===== src/rtl/renas_mem_arbiter.sv =====
// Round-robin arbiter sharing one single-port SRAM between the I-fetch and data requesters.
// Optional arbitration-conflict counter enabled by defining MEM_ARB_STAT_EN.
module renas_mem_arbiter #(
    parameter int DATA_W = 32,
    parameter int ADDR_W = 32,
    parameter int MEM_AW = 14,
    parameter int RD_LAT = 1
) (
    input  logic                clk_l2,
    input  logic                rst_n,
    input  logic                i_req,
    input  logic [ADDR_W-1:0]   i_addr,
    output logic                i_ack,
    output logic [DATA_W-1:0]   i_rdata,
    input  logic                d_req,
    input  logic                d_write,
    input  logic [ADDR_W-1:0]   d_addr,
    input  logic [DATA_W-1:0]   d_wdata,
    input  logic [DATA_W/8-1:0] d_be,
    output logic                d_ack,
    output logic [DATA_W-1:0]   d_rdata,
    output logic                mem_en,
    output logic                mem_wen,
    output logic [MEM_AW-1:0]   mem_addr,
    output logic [DATA_W-1:0]   mem_wdata,
    output logic [DATA_W/8-1:0] mem_be,
    input  logic [DATA_W-1:0]   mem_rdata,
    input  logic                stat_clr,
    output logic [15:0]         conflict_cnt
);

    localparam int BE_W  = DATA_W / 8;
    localparam int CNT_W = 2;

    typedef enum logic [1:0] {IDLE, ACCESS, WAIT, RESP} state_t;

    state_t              state, state_nx;
    logic                last_d;
    logic                own_d;
    logic                own_wr;
    logic [MEM_AW-1:0]   own_addr;
    logic [DATA_W-1:0]   own_wdata;
    logic [BE_W-1:0]     own_be;
    logic [CNT_W-1:0]    wcnt;
    logic                grant;
    logic                grant_d;

    always_comb begin
        state_nx = state;
        grant    = 1'b0;
        grant_d  = 1'b0;
        case (state)
            IDLE: begin
                if (i_req || d_req) begin
                    grant    = 1'b1;
                    // On a tie the requester that did not win last time gets the slot.
                    grant_d  = d_req && (!i_req || !last_d);
                    state_nx = ACCESS;
                end
            end
            ACCESS:  state_nx = own_wr ? RESP : WAIT;
            WAIT:    if (wcnt == '0) state_nx = RESP;
            RESP:    state_nx = IDLE;
            default: state_nx = IDLE;
        endcase
    end

    always_ff @(posedge clk_l2 or negedge rst_n) begin
        if (!rst_n) begin
            state     <= IDLE;
            last_d    <= 1'b1;
            own_d     <= 1'b0;
            own_wr    <= 1'b0;
            own_addr  <= '0;
            own_wdata <= '0;
            own_be    <= '0;
            wcnt      <= '0;
            i_ack     <= 1'b0;
            d_ack     <= 1'b0;
            i_rdata   <= '0;
            d_rdata   <= '0;
        end else begin
            state <= state_nx;
            i_ack <= (state_nx == RESP) && !own_d;
            d_ack <= (state_nx == RESP) && own_d;
            if (grant) begin
                last_d    <= grant_d;
                own_d     <= grant_d;
                own_wr    <= grant_d && d_write;
                own_addr  <= grant_d ? d_addr[MEM_AW+1:2] : i_addr[MEM_AW+1:2];
                own_wdata <= d_wdata;
                own_be    <= (grant_d && d_write) ? d_be : '1;
            end
            if (state == ACCESS) begin
                wcnt <= CNT_W'(RD_LAT - 1);
            end else if (state == WAIT) begin
                wcnt <= wcnt - CNT_W'(1);
            end
            if (state == WAIT && wcnt == '0) begin
                if (own_d) d_rdata <= mem_rdata;
                else       i_rdata <= mem_rdata;
            end
        end
    end

    assign mem_en    = (state == ACCESS);
    assign mem_wen   = (state == ACCESS) && own_wr;
    assign mem_be    = (state == ACCESS) ? own_be : '0;
    assign mem_addr  = own_addr;
    assign mem_wdata = own_wdata;

`ifdef MEM_ARB_STAT_EN
    function automatic logic [15:0] sat_inc(input logic [15:0] v);
        return (v == 16'hFFFF) ? v : v + 16'd1;
    endfunction

    logic [15:0] conflict_q;

    always_ff @(posedge clk_l2 or negedge rst_n) begin
        if (!rst_n) begin
            conflict_q <= '0;
        end else if (stat_clr) begin
            conflict_q <= '0;
        end else if (grant && i_req && d_req) begin
            conflict_q <= sat_inc(conflict_q);
        end
    end

    assign conflict_cnt = conflict_q;

    logic unused_bits;
    assign unused_bits = ^{i_addr[ADDR_W-1:MEM_AW+2], i_addr[1:0],
                           d_addr[ADDR_W-1:MEM_AW+2], d_addr[1:0]};
`else
    assign conflict_cnt = '0;

    logic unused_bits;
    assign unused_bits = ^{i_addr[ADDR_W-1:MEM_AW+2], i_addr[1:0],
                           d_addr[ADDR_W-1:MEM_AW+2], d_addr[1:0], stat_clr};
`endif

endmodule


===== config.mk =====
export PLATFORM = sky130hd
export DESIGN_NAME = renas_mem_arbiter
export DESIGN_NICKNAME = d
export VERILOG_FILES = /design/src/rtl/renas_mem_arbiter.sv
export SDC_FILE = /design/constraint.sdc
export NUM_CORES = 1
export LEC_CHECK = 0
export BUFFER_PORTS_ARGS = -buffer_cell sky130_fd_sc_hd__buf_2
export CAP_MARGIN = 0
export CORE_ASPECT_RATIO = 0.5
export CORE_MARGIN = 5
export CORE_UTILIZATION = 45
export CTS_CLUSTER_SIZE = 28
export DETAILED_ROUTE_END_ITERATION = 12
export GPL_TIMING_DRIVEN = 0
export PLACE_DENSITY = 0.85
export SYNTH_ARGS = -nofsm -noshare
export SYNTH_HDL_FRONTEND = slang
export SYNTH_SLANG_ARGS = --single-unit

===== constraint.sdc =====
create_clock -name clk_l2 -period 1.9 [get_ports clk_l2]
set_input_delay 0.095 -clock clk_l2 [delete_from_list [all_inputs] [get_ports clk_l2]]
set_output_delay 0.095 -clock clk_l2 [all_outputs]
set_load 0.03 [all_outputs]

== Word-level counts from Yosys, hierarchy flattened ==
Cells that the tools add are included.

* Reduce and logical (&&, ||, !) cells: 16
* Add/subtract/negate cells: 1
* Eq/ne operators: 4
* Bitwise gates (word level): 1
* Multiplexer cells: 13

{| class="wikitable"
|+ Operators with widths
! operator !! number
|-
| $mux W14 || 1
|-
| $mux W2 || 4
|-
| $mux W4 || 2
|-
| $pmux W2 S4 || 1
|-
| $eq A2 B2 Y1 const B || 3
|-
| $logic_and A1 B1 Y1 || 6
|-
| $mux W1 || 5
|-
| $logic_not A2 Y1 || 2
|-
| $reduce_and A2 Y1 || 2
|-
| $logic_not A1 Y1 || 3
|-
| $eq A2 B1 Y1 const B || 1
|-
| $logic_or A1 B1 Y1 || 2
|-
| $reduce_bool A2 Y1 || 1
|-
| $sub A2 B1 Y2 const B || 1
|-
| $not A1 Y1 || 1
|}

* Bits in registers: 123

== Logic depth before layout (Yosys ltp) ==
* Word-level depth: 7
* Gate-level depth with buffers: 8
* Mapped depth without buffers: 5

== Worst setup path after synthesis ==
Ideal clock, no wire load.

* Kind: flip-flop to flip-flop
* Start: reg state[0]
* End: reg d_rdata[0]
* Arrival time: 1.335 ns
* Stages on the path, launching flop included: 6
* Library setup time: 0.125 ns
* Buffers on the path: 1
* Data required time: 1.775 ns
* Path slack: 0.440 ns
* Cells stage by stage: dfrtp_1 -> inv_1 -> ha_1 -> nand3_2 -> buf_6 -> mux2_4

* Cells in the longest elaborated chain, start to end: 3

{| class="wikitable"
|+ RTL lines
! what !! line !! RTL
|-
| start, declared || 37 || <nowiki>state_t state, state_nx;</nowiki>
|-
| start signal, assigned || 83 || <nowiki>state <= state_nx;</nowiki>
|-
| $eq A2 B2 Y1 || 99 || <nowiki>if (state == WAIT && wcnt == '0) begin</nowiki>
|-
| $logic_and A1 B1 Y1 || 99 ||
|-
| $reduce_and A2 Y1 (no line) || -- ||
|-
| end signal, assigned || 100 || <nowiki>if (own_d) d_rdata <= mem_rdata;</nowiki>
|-
| end, declared || 21 || <nowiki>output logic [DATA_W-1:0] d_rdata,</nowiki>
|}

Every way passes these cells.
A chain may end at the register's enable or synchronous reset.

== Final worst setup path ==
* Start: reg state[1]
* End: out mem_be[1]

* Cells in the longest elaborated chain, start to end: 2

{| class="wikitable"
|+ RTL lines
! what !! line !! RTL
|-
| $eq A2 B1 Y1 || 108 || <nowiki>assign mem_be = (state == ACCESS) ? own_be : '0;</nowiki>
|-
| $mux W4 || 108 ||
|-
| end, declared || 26 || <nowiki>output logic [DATA_W/8-1:0] mem_be,</nowiki>
|}

Every way passes these cells.

==> results.cfg <==
[timing]
hold_ws_ns = 0.0133
accumulated_negative_setup_slack_ns = 0
setup_repair_after_global_routing_missed_its_margin = false
finClkSkew_ns = 0.00598
maxSlewViolCount = 0
finalCriticalPeriod_ns = 1.69
timing.final.setup_violations = 0
hold_violations = 0
post-route-period-util_pct = 89.0
clock.fmax_mhz = 592

[worst_setup_path]
worst_path_arrival_time_ns = 1.60
critical_path.max_fanout = 8
crit_path_cell_trace = inv_1 > ha_1 > and2_1 > buf_2
cp-start-kind = register
timing.critical_path.slowest_stage_cell = sky130_fd_sc_hd__dfrtp_1
setup.worst_path.class = reg2out
timing.critical_path.to_type = output port
critPathMaxStageDelay_ns = 0.38
critPathRequiredTime_ns = 1.80

[flow_run]
max-cap-violations = 0

[global_routing]
met2_capacity_usage_during_global_routing_pct = 41.7
grt_remaining_overflow = 0
antenna_found_initial = 0
first_global_vias = 5055
use_met3_pct = 6.48
global_route.peak_usage_layer = met2
grt_pass1_wl_um = 26000
track_usage_pct = 23.7
use_met1_pct = 26.1
grt_start_max_net_pins = 93

[synthesis]
post-synth-top-count-cell = sky130_fd_sc_hd__dfrtp_1
ys_top_cells_by_area = sky130_fd_sc_hd__dfrtp_1, sky130_fd_sc_hd__mux2_4, sky130_fd_sc_hd__nand2_1
synth_edf_count = 0
postSynth.asyncResetShare_pct = 100
synth_top_cell_by_area = sky130_fd_sc_hd__dfrtp_1
post_synth_most_frequent_cells = sky130_fd_sc_hd__dfrtp_1, sky130_fd_sc_hd__nand2_1, sky130_fd_sc_hd__mux2_1, sky130_fd_sc_hd__mux2_4, sky130_fd_sc_hd__buf_4
post_synth_inst_count = 421
synth_top_cell_area_share_pct = 58.7
yosys_warn_count = 0
post_synth_instance_area_um2 = 5200
synth-seq-area-share_pct = 59.2
synth_seq_cells = 123
cell_variety_after_synth = 32
synth.avg_cell_area_um2 = 12.4
dominantRegCellSynth = sky130_fd_sc_hd__dfrtp_1

[drt]
route.antenna.remaining_nets = 0
detail_route.iter0.violations = 246
vias = 4688
detail_route.vias_per_cell = 5.07
route.final.wire_length_um = 16200
drc = 0
drt_first_pass_iters = 5
routedWlPerCell_um = 17.5

[floorplan]
core-area_um2 = 11100
overall_die_width_um = 162
boundaryPins = 272
floorplan.rows = 27
dieArea_um2 = 13900
initial_core_util_pct = 46.7
die_height_um = 86.0

[cells_and_area]
final_nets = 910
antenna_cells = 0
areaGrowthSynthToFinish_pct = 56.0
utilization_pct = 72.8
final_layout_size_suffix_gt1_share_pct = 42.4
layout.cells.non_filler = 925

[clock_tree]
cts_inserted_buffers = 17
cts_tree = done
post-cts-setup-buffer-count = 0
cts.clk_slew.worst_paths_ns = 0.06
clock_tree.buffer_depth = 2
h-tree-depth = 4
clock-sinks = 123
clock-root-buffer = sky130_fd_sc_hd__clkbuf_16
clock_insertion_delay_worst_skew_ns = 0.41

[placement]
buffer_ports.inserted = 217
dpl.cell_count = 799
weighted_congestion_reported_at_the_end_of_routability_driven_placement = 0.797
place_hpwl_um = 9630

[power_and_ir_drop]
cellLeakagePower_uw = 0.00419
cellPowerDensity_nw_per_um2 = 1900
worst_ir_drop_vdd_uv = 809

[status]
outcome = complete, no violations

[worst_hold_path]
hold_path.class = in2reg
[timing repair]
action	CTS	global route
hold buffers	94	0
gates resized for setup	0	2
endpoints found under the setup margin	0	1
endpoints found under the hold margin	186	0
[cells by family (layout without fill, tap and decap cells)]
group	after synthesis	count (layout)	share of synthesized area, %
simple gates	126	126	10.1
fa+ha+maj	5	5	1.20
flops	123	123	59.2
compound gates	55	55	7.34
buf+inv	46	390	5.94
other cells	1	16	0.0721
mux	65	65	16.2
[worst max-delay path: cells and delay by family (launching register included)]
| family | cells | cell delay, ns |
|---|---|---|
| buffers and inverters | 2 | 0.31 |
| AND/OR/NAND/NOR | 1 | 0.21 |
| flip-flops | 1 | 0.38 |
| adder cells (fa/ha/maj) | 1 | 0.29 |
[layer usage]
layer  vias up  share of wire (%)
met5         -                  0
met4         0                4.2
met3        78                7.2
met2       269                 51
met1      2237                 38
li1       2104                  -
[sequential cells by signal, indices dropped and copies added (netlist names)]
signal / cells
d_rdata: 32
i_rdata: 32
mem_wdata: 32
mem_addr: 14
own_be: 4
state: 2
wcnt: 2
d_ack: 1
i_ack: 1
last_d: 1
own_d: 1
own_wr: 1
[power breakdown]
| group | switching, uW | total (uW) | internal [uW] | leakage (uW) |
|---|---|---|---|---|
| Combinational | 4830 | 7400 | 2570 | 0.00246 |
| Clock | 1230 | 3330 | 2100 | 0.000281 |
| Sequential | 741 | 4700 | 3960 | 0.00145 |
| Total | 6790 | 15400 | 8630 | 0.00419 |
[cell usage in the layout, fill, tap and decap left out, drive strengths merged, types with 3 or more instances in the layout]
cell type,instances
nand2,100
conb,16
mux2,64
dfrtp,122
dlygate4sd3,94
clkinv,4
bufinv,3
clkbuf,19
o22a,4
o21ai,17
clkinvlp,6
and2,6
inv,7
a31oi,14
o2111ai,15
nor2,14
buf,257
ha,5
[stage by stage]
stage	cell area, um^2	power [uW]	worst slack, ns
3_5_place_dp	6560	11800	0.242
2_1_floorplan	5260	9630	0.440
3_3_place_gp	6530	11600	-0.773
6_report	8120	15400	0.209
4_1_cts	8110	15300	0.206
5_1_grt	8120	16200	0.0917
[area by class of cell]
| cell class | count | area (um^2) |
|---|---|---|
| clock inverters | 14 | 171 |
| flip-flops and latches | 123 | 3080 |
| fillers | 709 | 3030 |
| plain buffers | 40 | 289 |
| repair buffers | 312 | 2060 |
| inverters | 6 | 22.5 |
| clock buffers | 18 | 439 |
| well taps | 145 | 181 |
| multi-input cells | 267 | 1870 |
[final timing paths]
path / start / endpoint / slack, ns / cells past startpoint
worst max-delay path: state[1]$_DFF_PN0_ / mem_be[1] / 0.21 / 4
worst min-delay path: d_addr[9] / mem_addr[7]$_DFFE_PN0P_ / 0.01 / 3
worst max register to register: state[0]$_DFF_PN0_ / mem_wdata[5]$_DFFE_PN0P_ / 0.25 / 8
worst min register to register: mem_wdata[3]$_DFFE_PN0P_ / mem_wdata[3]$_DFFE_PN0P_ / 0.47 / 2
max in group asynchronous: rst_n / d_rdata[5]$_DFFE_PN0P_ / 1.01 / 3
min in group asynchronous: rst_n / mem_addr[8]$_DFFE_PN0P_ / 0.15 / 2
Power figures use the tool's default switching activity.
